===== config.mk =====
export PLATFORM = sky130hd
export DESIGN_NAME = sseg_scan_decoder
export DESIGN_NICKNAME = d
export VERILOG_FILES = /design/src/rtl/sseg_pkg.sv /design/src/rtl/sseg_glyph_decode.sv /design/src/rtl/sseg_scan_decoder.sv
export SDC_FILE = /design/constraint.sdc
export NUM_CORES = 1
export LEC_CHECK = 0
export ABC_AREA = 1
export ABC_CLOCK_PERIOD_IN_PS = 2700
export CORE_AREA = 2 2 109 154
export CTS_CLUSTER_SIZE = 30
export DETAILED_ROUTE_END_ITERATION = 16
export DIE_AREA = 0 0 111 156
export GPL_TIMING_DRIVEN = 0
export PLACE_DENSITY = 0.51
export SYNTH_ARGS = -nofsm -noshare
export SYNTH_HDL_FRONTEND = slang
export SYNTH_SLANG_ARGS = --single-unit

===== constraint.sdc =====
create_clock -name clk -period 2.7 [get_ports clk]
set_input_delay 0.405 -clock clk [delete_from_list [all_inputs] [get_ports clk]]
set_output_delay 0.405 -clock clk [all_outputs]
set_load 0.01 [all_outputs]

===== src/rtl/sseg_pkg.sv =====
// Shared 7-segment definitions: character codes and active-low glyph patterns.
// Bit order of every SEG_* constant is {a,b,c,d,e,f,g,h}, h = decimal point (off here).
package sseg_pkg;

  typedef enum logic [4:0] {
    CH_0 = 5'd0, CH_1, CH_2, CH_3, CH_4, CH_5, CH_6, CH_7,
    CH_8, CH_9, CH_A, CH_B, CH_C, CH_D, CH_E, CH_F,
    CH_H, CH_K, CH_L, CH_P, CH_U, CH_BLANK, CH_UNKNOWN
  } char_t;

  localparam logic [7:0] SEG_0     = 8'h03;
  localparam logic [7:0] SEG_1     = 8'h9F;
  localparam logic [7:0] SEG_2     = 8'h25;
  localparam logic [7:0] SEG_3     = 8'h0D;
  localparam logic [7:0] SEG_4     = 8'h99;
  localparam logic [7:0] SEG_5     = 8'h49;
  localparam logic [7:0] SEG_6     = 8'h41;
  localparam logic [7:0] SEG_7     = 8'h1F;
  localparam logic [7:0] SEG_8     = 8'h01;
  localparam logic [7:0] SEG_9     = 8'h09;
  localparam logic [7:0] SEG_A     = 8'h11;
  localparam logic [7:0] SEG_B     = 8'hC1;
  localparam logic [7:0] SEG_C     = 8'h63;
  localparam logic [7:0] SEG_D     = 8'h85;
  localparam logic [7:0] SEG_E     = 8'h61;
  localparam logic [7:0] SEG_F     = 8'h71;
  localparam logic [7:0] SEG_H     = 8'h91;
  localparam logic [7:0] SEG_K     = 8'h51;
  localparam logic [7:0] SEG_L     = 8'hE3;
  localparam logic [7:0] SEG_P     = 8'h31;
  localparam logic [7:0] SEG_U     = 8'h83;
  localparam logic [7:0] SEG_BLANK = 8'hFF;

  localparam logic [19:0] BLANK_WORD = {4{5'(CH_BLANK)}};

endpackage


===== src/rtl/sseg_glyph_decode.sv =====
// Combinational lookup of a 7-bit active-low segment pattern {a..g} to a char_t.
// Patterns outside the glyph table decode to CH_UNKNOWN.
module sseg_glyph_decode
  import sseg_pkg::*;
(
  input  logic [6:0] segs,
  output char_t      ch
);

  always_comb begin
    ch = CH_UNKNOWN;
    case (segs)
      SEG_0[7:1]:     ch = CH_0;
      SEG_1[7:1]:     ch = CH_1;
      SEG_2[7:1]:     ch = CH_2;
      SEG_3[7:1]:     ch = CH_3;
      SEG_4[7:1]:     ch = CH_4;
      SEG_5[7:1]:     ch = CH_5;
      SEG_6[7:1]:     ch = CH_6;
      SEG_7[7:1]:     ch = CH_7;
      SEG_8[7:1]:     ch = CH_8;
      SEG_9[7:1]:     ch = CH_9;
      SEG_A[7:1]:     ch = CH_A;
      SEG_B[7:1]:     ch = CH_B;
      SEG_C[7:1]:     ch = CH_C;
      SEG_D[7:1]:     ch = CH_D;
      SEG_E[7:1]:     ch = CH_E;
      SEG_F[7:1]:     ch = CH_F;
      SEG_H[7:1]:     ch = CH_H;
      SEG_K[7:1]:     ch = CH_K;
      SEG_L[7:1]:     ch = CH_L;
      SEG_P[7:1]:     ch = CH_P;
      SEG_U[7:1]:     ch = CH_U;
      SEG_BLANK[7:1]: ch = CH_BLANK;
      default:        ch = CH_UNKNOWN;
    endcase
  end

endmodule


===== src/rtl/sseg_scan_decoder.sv =====
// Decodes a scanned 4-digit 7-segment bus back into a 4-char word with a valid strobe.
// Optional SSEG_SCAN_DECODER_CHANGE_ONLY_EN: strobe only when the completed word differs.
module sseg_scan_decoder
  import sseg_pkg::*;
#(
  parameter int STABLE_CYCLES = 4,
  parameter int TIMEOUT       = 2**24
) (
  input  logic        clk,
  input  logic        reset,
  input  logic [7:0]  abcdefgh,
  input  logic [3:0]  digit,
  output logic [19:0] word_chars,
  output logic [3:0]  word_dp,
  output logic        word_valid,
  output logic        bad_scan,
  output logic        stale
);

  localparam int SW = $clog2(STABLE_CYCLES + 1);
  localparam int TW = $clog2(TIMEOUT + 1);
  localparam logic [SW-1:0] STAB_MAX = SW'(STABLE_CYCLES);
  localparam logic [TW-1:0] TO_MAX   = TW'(TIMEOUT);

  logic [11:0]   smp, smp_prev;
  logic [3:0]    smp_digit;
  logic [7:0]    smp_seg;
  logic [SW-1:0] stab_cnt;
  logic [TW-1:0] to_cnt;
  logic [3:0]    seen, seen_nxt, cap_mask;
  logic [19:0]   chars, chars_nxt;
  logic [3:0]    dp, dp_nxt;
  logic          one_hot, multi, stab_inc, cap, frame_full, word_changed, frame_done;
  char_t         dec_ch;

  assign smp_digit = smp[11:8];
  assign smp_seg   = smp[7:0];
  assign one_hot   = $onehot(~smp_digit);
  assign multi     = !one_hot && (smp_digit != 4'hF);
  assign stab_inc  = (smp == smp_prev) && one_hot;
  // Fires only on the transition into saturation, so a long dwell captures once.
  assign cap       = stab_inc && (stab_cnt == STAB_MAX - SW'(1));
  assign cap_mask  = cap ? ~smp_digit : 4'b0000;

  sseg_glyph_decode u_glyph (
    .segs (smp_seg[7:1]),
    .ch   (dec_ch)
  );

  always_comb begin
    chars_nxt = chars;
    dp_nxt    = dp;
    for (int i = 0; i < 4; i++) begin
      if (cap_mask[i]) begin
        chars_nxt[5*i +: 5] = dec_ch;
        dp_nxt[i]           = ~smp_seg[0];
      end
    end
  end

  assign seen_nxt   = seen | cap_mask;
  assign frame_full = (seen_nxt == 4'hF);

`ifdef SSEG_SCAN_DECODER_CHANGE_ONLY_EN
  assign word_changed = (chars_nxt != word_chars) || (dp_nxt != word_dp);
`else
  assign word_changed = 1'b1;
`endif

  always_ff @(posedge clk) begin
    if (reset) begin
      smp      <= 12'hFFF;
      smp_prev <= 12'hFFF;
      stab_cnt <= '0;
      bad_scan <= 1'b0;
    end else begin
      smp      <= {digit, abcdefgh};
      smp_prev <= smp;
      if (!stab_inc)
        stab_cnt <= '0;
      else if (stab_cnt != STAB_MAX)
        stab_cnt <= stab_cnt + SW'(1);
      if (multi)
        bad_scan <= 1'b1;
    end
  end

  always_ff @(posedge clk) begin
    if (reset) begin
      seen       <= 4'b0000;
      chars      <= BLANK_WORD;
      dp         <= 4'b0000;
      word_chars <= BLANK_WORD;
      word_dp    <= 4'b0000;
      word_valid <= 1'b0;
      frame_done <= 1'b0;
    end else begin
      chars      <= chars_nxt;
      dp         <= dp_nxt;
      word_valid <= 1'b0;
      frame_done <= 1'b0;
      if (frame_full) begin
        seen       <= 4'b0000;
        frame_done <= 1'b1;
        if (word_changed) begin
          word_chars <= chars_nxt;
          word_dp    <= dp_nxt;
          word_valid <= 1'b1;
        end
      end else begin
        seen <= seen_nxt;
      end
    end
  end

  // Cleared by every completed frame, including suppressed unchanged ones.
  always_ff @(posedge clk) begin
    if (reset)
      to_cnt <= '0;
    else if (frame_done)
      to_cnt <= '0;
    else if (to_cnt != TO_MAX)
      to_cnt <= to_cnt + TW'(1);
  end

  assign stale = (to_cnt >= TO_MAX);

endmodule


## Yosys cells after proc, flatten, opt, wreduce, memory -nomap -nowiden

Index checks and enable logic that the tools add are counted.

| operators by class | value |
|---|---|
| mux-type cells | 11 |
| equality and inequality tests | 28 |
| $lt $le $gt $ge | 1 |
| add/subtract/negate cells | 5 |
| bitwise gates (word level) | 4 |
| reductions and logical operators | 8 |

Operators by type and width:

| kind | number |
|---|---|
| 5-bit case mux with 22 select lines | 1 |
| 7-bit == test, second input constant | 8 |
| 7-bit by 6-bit == test with 1-bit output, second input constant | 6 |
| 25-bit by 1-bit adder with 25-bit output, second input constant | 1 |
| 25-bit greater-or-equal comparator, second input constant | 1 |
| 25-bit inequality test, second input constant | 1 |
| 5-bit two-way mux | 4 |
| 7-bit by 3-bit == test with 1-bit output, second input constant | 2 |
| 7-bit by 4-bit == test with 1-bit output, second input constant | 2 |
| 7-bit by 5-bit == test with 1-bit output, second input constant | 2 |
| 12-bit == test | 1 |
| 7-bit by 1-bit == test with 1-bit output, second input constant | 1 |
| 7-bit zero test | 1 |
| 2-bit OR reduction | 3 |
| 1-bit two-way mux | 5 |
| 1-bit by 1-bit adder with 2-bit output | 2 |
| 4-bit == test, second input constant | 1 |
| 4-bit two-way mux | 1 |
| 4-bit inequality test, second input constant | 1 |
| 4-bit inverter | 1 |
| 4-bit OR | 1 |
| 2-bit by 2-bit adder with 3-bit output | 1 |
| 3-bit by 1-bit adder with 3-bit output, second input constant | 1 |
| 3-bit by 1-bit == test with 1-bit output, second input constant | 1 |
| 5 further kinds | 8 |

| storage, ports and cells | value |
|---|---|
| output and inout bits | 27 |
| logic and storage cells | 68 |
| bits in registers | 106 |

## Depth between registers and ports, before layout

| depth | value |
|---|---|
| word-level depth | 10 |
| gate-level depth with buffers | 17 |
| mapped depth without buffers | 16 |

## Cells and area by module

A second synthesis with hierarchy kept.

| second synthesis, totals | value |
|---|---|
| cells, all modules | 693 |
| area, all modules | 4993.5 µm² |

By module, submodules not included:

| module | cells each | times used | area each (µm²) |
|---|---|---|---|
| sseg_scan_decoder | 597 | 1 | 4544.4 |
| sseg_glyph_decode | 96 | 1 | 449.2 |

## Worst setup path before layout

OpenSTA, ideal clock, no wires.

| timing | value |
|---|---|
| kind | flip-flop to flip-flop |
| start | register smp[8] |
| end | register word_chars[10] |
| required time | 2570 ps |
| library setup time | 130 ps |
| buffers on the path | 1 |
| path slack | -64 ps |
| stages on the path, launching flop included | 17 |
| arrival | 2634 ps |
| cells stage by stage | dfxtp_1 -> fa_1 -> inv_1 -> ha_1 -> ha_1 -> nand3b_1 -> nor2_1 -> nand2_1 -> nor2_8 -> nand4_4 -> nand2_2 -> nand2_4 -> inv_2 -> nand2_4 -> buf_6 -> nand2_1 -> nand3_1 |

| between the ends | value |
|---|---|
| word-level cells in the longest chain between the ends | 9 |
| elaborated cells between the ends (all ways) | 11 |
| classes of those cells | add/sub: 2; eq/ne: 3; mux: 2; bitwise: 2; reduce/logical: 2 |

Ends and longest elaborated chain:

| element | RTL line | text |
|---|---|---|
| start, declared | sseg_scan_decoder.sv:25 | `logic [11:0] smp, smp_prev;` |
| start signal, assigned | sseg_scan_decoder.sv:77 | `smp <= {digit, abcdefgh};` |
| 4-bit inverter | sseg_scan_decoder.sv:38, sseg_scan_decoder.sv:43 |  |
| 1-bit by 1-bit adder with 2-bit output (not written as such) | sseg_scan_decoder.sv:38 | `assign one_hot = $onehot(~smp_digit);` |
| 2-bit by 2-bit adder with 3-bit output (not written as such) | sseg_scan_decoder.sv:38 |  |
| 3-bit by 1-bit == test with 1-bit output | sseg_scan_decoder.sv:38 |  |
| 1-bit logical AND | sseg_scan_decoder.sv:40 | `assign stab_inc = (smp == smp_prev) && one_hot;` |
| 1-bit logical AND | sseg_scan_decoder.sv:42 | `assign cap = stab_inc && (stab_cnt == STAB_MAX - SW'(1));` |
| 4-bit two-way mux * | sseg_scan_decoder.sv:43 | `assign cap_mask = cap ? ~smp_digit : 4'b0000;` |
| 4-bit OR | sseg_scan_decoder.sv:61 | `assign seen_nxt = seen \| cap_mask;` |
| 4-bit == test | sseg_scan_decoder.sv:62 | `assign frame_full = (seen_nxt == 4'hF);` |
| end signal, assigned | sseg_scan_decoder.sv:106 | `word_chars <= chars_nxt;` |
| end, declared | sseg_scan_decoder.sv:13 | `output logic [19:0] word_chars,` |

Every way passes the cells marked *; elsewhere a longest branch is shown, timed or not.
A chain may end at the register's enable or synchronous reset.

## Final worst setup path

| timing | value |
|---|---|
| start | register smp[11] |
| end | register word_chars[18] |

Same word-level chain as after synthesis.

==> impl_summary.log <==
[metrics] worst hold-check path type: register to register
[metrics] post-detail-place hpwl: 9.67 mm
[metrics] endpoints failing hold: 0
[metrics] outcome: complete, but fails checks
[metrics] timing startpoint of the critical path: smp[11]$_SDFF_PP1_
[metrics] initial core utilization: 31.5%
[metrics] category of the worst setup path capture point: register
[metrics] post-layout net count: 799
[metrics] number of DRC violations after detailed routing: 0
[metrics] proportion of layout cells with a drive suffix above 1: 17.5%
[metrics] Syn Std Cell Area: 0.00501 mm²
[metrics] antenna violations before repair: 0
[metrics] maximum fanout count along the critical path: 5
[metrics] area growth from synthesis to final layout: 28.3%
[metrics] first-pass detailed-route iteration total: 4
[metrics] areal power density over the cells: 484 mW/mm²
[metrics] antenna cell count: 0
[metrics] die area: 0.0173 mm²
[metrics] Setup violations, final: 30
[metrics] fill cell count: 1,671
[metrics] post-synthesis sequential area ratio: 42.4%
[metrics] first-pass GRT wire length: 22.3 mm
[metrics] remaining number of nets flagged by the antenna check after routing: 0
[metrics] final core occ: 40.4%
[metrics] proportion of synthesized flip-flops having asynchronous set or reset: 0%
[metrics] number of hold-repair buffers added at the cts stage: 0
[metrics] cell at the root of the clock tree: sky130_fd_sc_hd__clkbuf_16
[metrics] VDD IR-drop max: 0.300 mV
[metrics] Die H: 156 µm
[metrics] cell types with the largest area share after synthesis: sky130_fd_sc_hd__dfxtp_1 42%, sky130_fd_sc_hd__nand2_1 14%, sky130_fd_sc_hd__nor2_1 6.1%
[metrics] per-instance average area after synthesis: 7.14 µm²
[metrics] relative slew slack: 45.3%
[metrics] count of pins on the block boundary: 41
[metrics] critical hold path startpoint: word_chars[5]$_SDFFE_PP1N_
[metrics] total global routing track utilization: 16.1%
[metrics] first-iteration detailed-routing DRC count: 185
[metrics] die width: 111 µm
[metrics] number of unique standard cell types used by synthesis: 35
[metrics] power consumption: 3.11 mW
[metrics] RSZ-0062 raised after global routing: true
[metrics] vias in the first global route: 4,593
[metrics] post-route clock period utilization: 107%
[metrics] number of levels in the clock H-tree: 3
[metrics] share of the synthesized area in the top cell type: 42.4%
[metrics] cell type with the highest aggregate area in the netlist: sky130_fd_sc_hd__dfxtp_1
[metrics] Synthesized Nets: 725
[metrics] area occupied by registers: 0.00213 mm²
[metrics] max cap viols: 0
[metrics] Layout Skew: 8.67 ps
[metrics] Multi-input gate area: 0.00265 mm²
[metrics] clock tree from TritonCTS: yes
[metrics] worst-case clock buffer depth: 2
[metrics] CTS sink count: 106
[metrics] largest net degree at the start of global routing: 18
[metrics] Hold Slack: 455 ps
[metrics] vias per std cell: 4.69
[metrics] final slew viol count: 0
[metrics] slowest library cell on the worst path: sky130_fd_sc_hd__fa_1
[metrics] violated checks: setup timing
[metrics] Setup Crit Path Kind: register to register
[metrics] Post-Synthesis Cells: 702
[metrics] clock input transition at the sequential cells of the worst setup and hold paths: 70 ps
[metrics] total via count in the routed design: 4,593
[metrics] final routed wire length divided by cell count: 13.6 µm
[metrics] core footprint: 0.0159 mm²
[metrics] GRT overflow: 0
[metrics] setup ws final: -186 ps
[metrics] wire length after detailed routing: 13.4 mm
[metrics] Post-synth EDFFs: 0
[metrics] worst skew pair latency: 360 ps
[metrics] CP Launch Type: register
[metrics] critical path's largest stage delay: 530 ps
[metrics] most used flip-flop cell after synthesis: sky130_fd_sc_hd__dfxtp_1
[metrics] cells along the critical path: fa_1 -> inv_1 -> ha_2 -> ha_4 -> nand3b_1 -> nor2_1 -> nand2_2 -> nor2_8 -> nand4_4 -> nand2_4 -> nand2_4 -> buf_12 -> nor2_8 -> buf_12 -> buf_8 -> nand3_2 -> nand2_1
[metrics] routability-driven placement congestion ratio: 0.844
[metrics] number of buffers added on ports: 39
[metrics] measured slew at the worst slew-check pin: 814 ps
[metrics] max frequency: 347 MHz
[metrics] post-route minimum period: 2890 ps
[metrics] total clock buffers created by CTS: 9
[metrics] arrival time of data at the critical path endpoint: 3190 ps
[metrics] Worst EP required: 3000 ps
[metrics] Crit Reg-Reg Startpoint: smp[11]$_SDFF_PP1_
[metrics] leak pwr: 2.90 nW
[metrics] warning count from the yosys run: 0
[metrics] flop and latch count out of synthesis: 106
[metrics] row count: 55
[repair_timing]
action                     in CTS  in global routing
gates resized for setup        36                 25
hold endpoints to repair        0                  0
setup endpoints to repair      41                 54
setup buffers                  18                  5
pin swaps                      25                 19
gates cloned                    3                  0
[state kept, by name (all words and copies together) (netlist names)]
name        cells
bad_scan        1
chars          20
dp              4
frame_done      1
seen            4
smp            12
smp_prev       12
stab_cnt        3
to_cnt         25
word_chars     20
word_dp         4
[worst max-delay path: cells and delay by family (launching register included)]
family | cells | cell delay [ps]
fa+ha+maj | 3 | 910
buf+inv | 4 | 430
simple gates | 10 | 1140
flops | 1 | 350
[path summary, 6_finish.rpt]
kind	cells past startpoint	to	slack, ps
worst max-delay path	17	word_chars[18]$_SDFFE_PP0N_	-190
worst max register to register	17	word_chars[18]$_SDFFE_PP0N_	-190
worst min register to register	2	word_chars[5]$_SDFFE_PP1N_	450
worst min-delay path	2	word_chars[5]$_SDFFE_PP1N_	450
[layout by cell type, fill, tap and decap left out, drive strengths merged, types with 10 or more instances in the layout]
master           n
dfxtp          106
nand4           21
clkdlybuf4s50   39
a211oi          10
nand2          201
clkbuf          19
a21oi           35
or2             14
nor2            85
o21ai           11
nor3            14
nand3           69
buf             31
inv             95
[synth_stat cells, types with 2 or more instances]
| cell type | instances |
|---|---|
| sky130_fd_sc_hd__a211oi_1 | 10 |
| sky130_fd_sc_hd__a21oi_1 | 35 |
| sky130_fd_sc_hd__buf_2 | 2 |
| sky130_fd_sc_hd__buf_6 | 4 |
| sky130_fd_sc_hd__clkbuf_1 | 9 |
| sky130_fd_sc_hd__clkinv_1 | 2 |
| sky130_fd_sc_hd__dfxtp_1 | 106 |
| sky130_fd_sc_hd__ha_1 | 8 |
| sky130_fd_sc_hd__inv_1 | 80 |
| sky130_fd_sc_hd__inv_2 | 14 |
| sky130_fd_sc_hd__nand2_1 | 192 |
| sky130_fd_sc_hd__nand2_2 | 6 |
| sky130_fd_sc_hd__nand2_4 | 3 |
| sky130_fd_sc_hd__nand3_1 | 60 |
| sky130_fd_sc_hd__nand3_2 | 9 |
| sky130_fd_sc_hd__nand4_1 | 17 |
| sky130_fd_sc_hd__nand4_4 | 4 |
| sky130_fd_sc_hd__nor2_1 | 81 |
| sky130_fd_sc_hd__nor2_8 | 3 |
| sky130_fd_sc_hd__nor3_1 | 14 |
| sky130_fd_sc_hd__nor4_1 | 5 |
| sky130_fd_sc_hd__o211ai_1 | 2 |
| sky130_fd_sc_hd__o21a_1 | 2 |
| sky130_fd_sc_hd__o21ai_0 | 8 |
| sky130_fd_sc_hd__o21ai_1 | 3 |
| sky130_fd_sc_hd__or2_2 | 14 |
[per-stage QoR]
| stage | area, µm² | worst slack (ps) | setup TNS, ps | instances |
|---|---|---|---|---|
| floorplan | 5020 | 3.03 | 0 | 702 |
| global placement | 5660 | -279 | -7390 | 940 |
| detailed placement | 5660 | -321 | -8150 | 940 |
| CTS | 6300 | -214 | -5050 | 977 |
| global route | 6430 | -296 | -8360 | 980 |
| finish | 6430 | -186 | -4080 | 980 |
[routing by layer]
layer / part of all wire (%) / GRT usage (%) / vias to the layer above
met5: 0 / 0 / -
met4: 2.5 / 6.67 / 0
met3: 3.3 / 3.22 / 20
met2: 50 / 28.5 / 69
met1: 44 / 18.9 / 2108
li1: - / - / 2396
[report_power, final]
part / internal [mW] / switching (mW)
Clock: 0.651 / 0.610
Sequential: 1.58 / 0.0235
Combinational: 0.0848 / 0.156
Total: 2.32 / 0.790
[logic make-up (layout without fill, tap and decap cells)]
logic type               count (synthesis)  after routing  synth area share, %
AO/OA/AOI/OAI                           62             62                 6.97
adder cells (fa/ha/maj)                  9              9                 2.40
flip-flops                             106            106                 42.4
XOR/XNOR                                 2              2                0.350
AND/OR/NAND/NOR                        411            411                 38.9
buffers and inverters                  112            191                 9.04
[final cells by class]
cell class | count | area share (%)
multi-input cells | 484 | 41.2
flip-flops and latches | 106 | 33.2
repair buffers | 63 | 10.1
inverters | 96 | 5.61
well taps | 199 | 3.87
clock buffers | 10 | 3.72
plain buffers | 16 | 1.75
clock inverters | 6 | 0.623
Power figures use the tool's default switching activity.
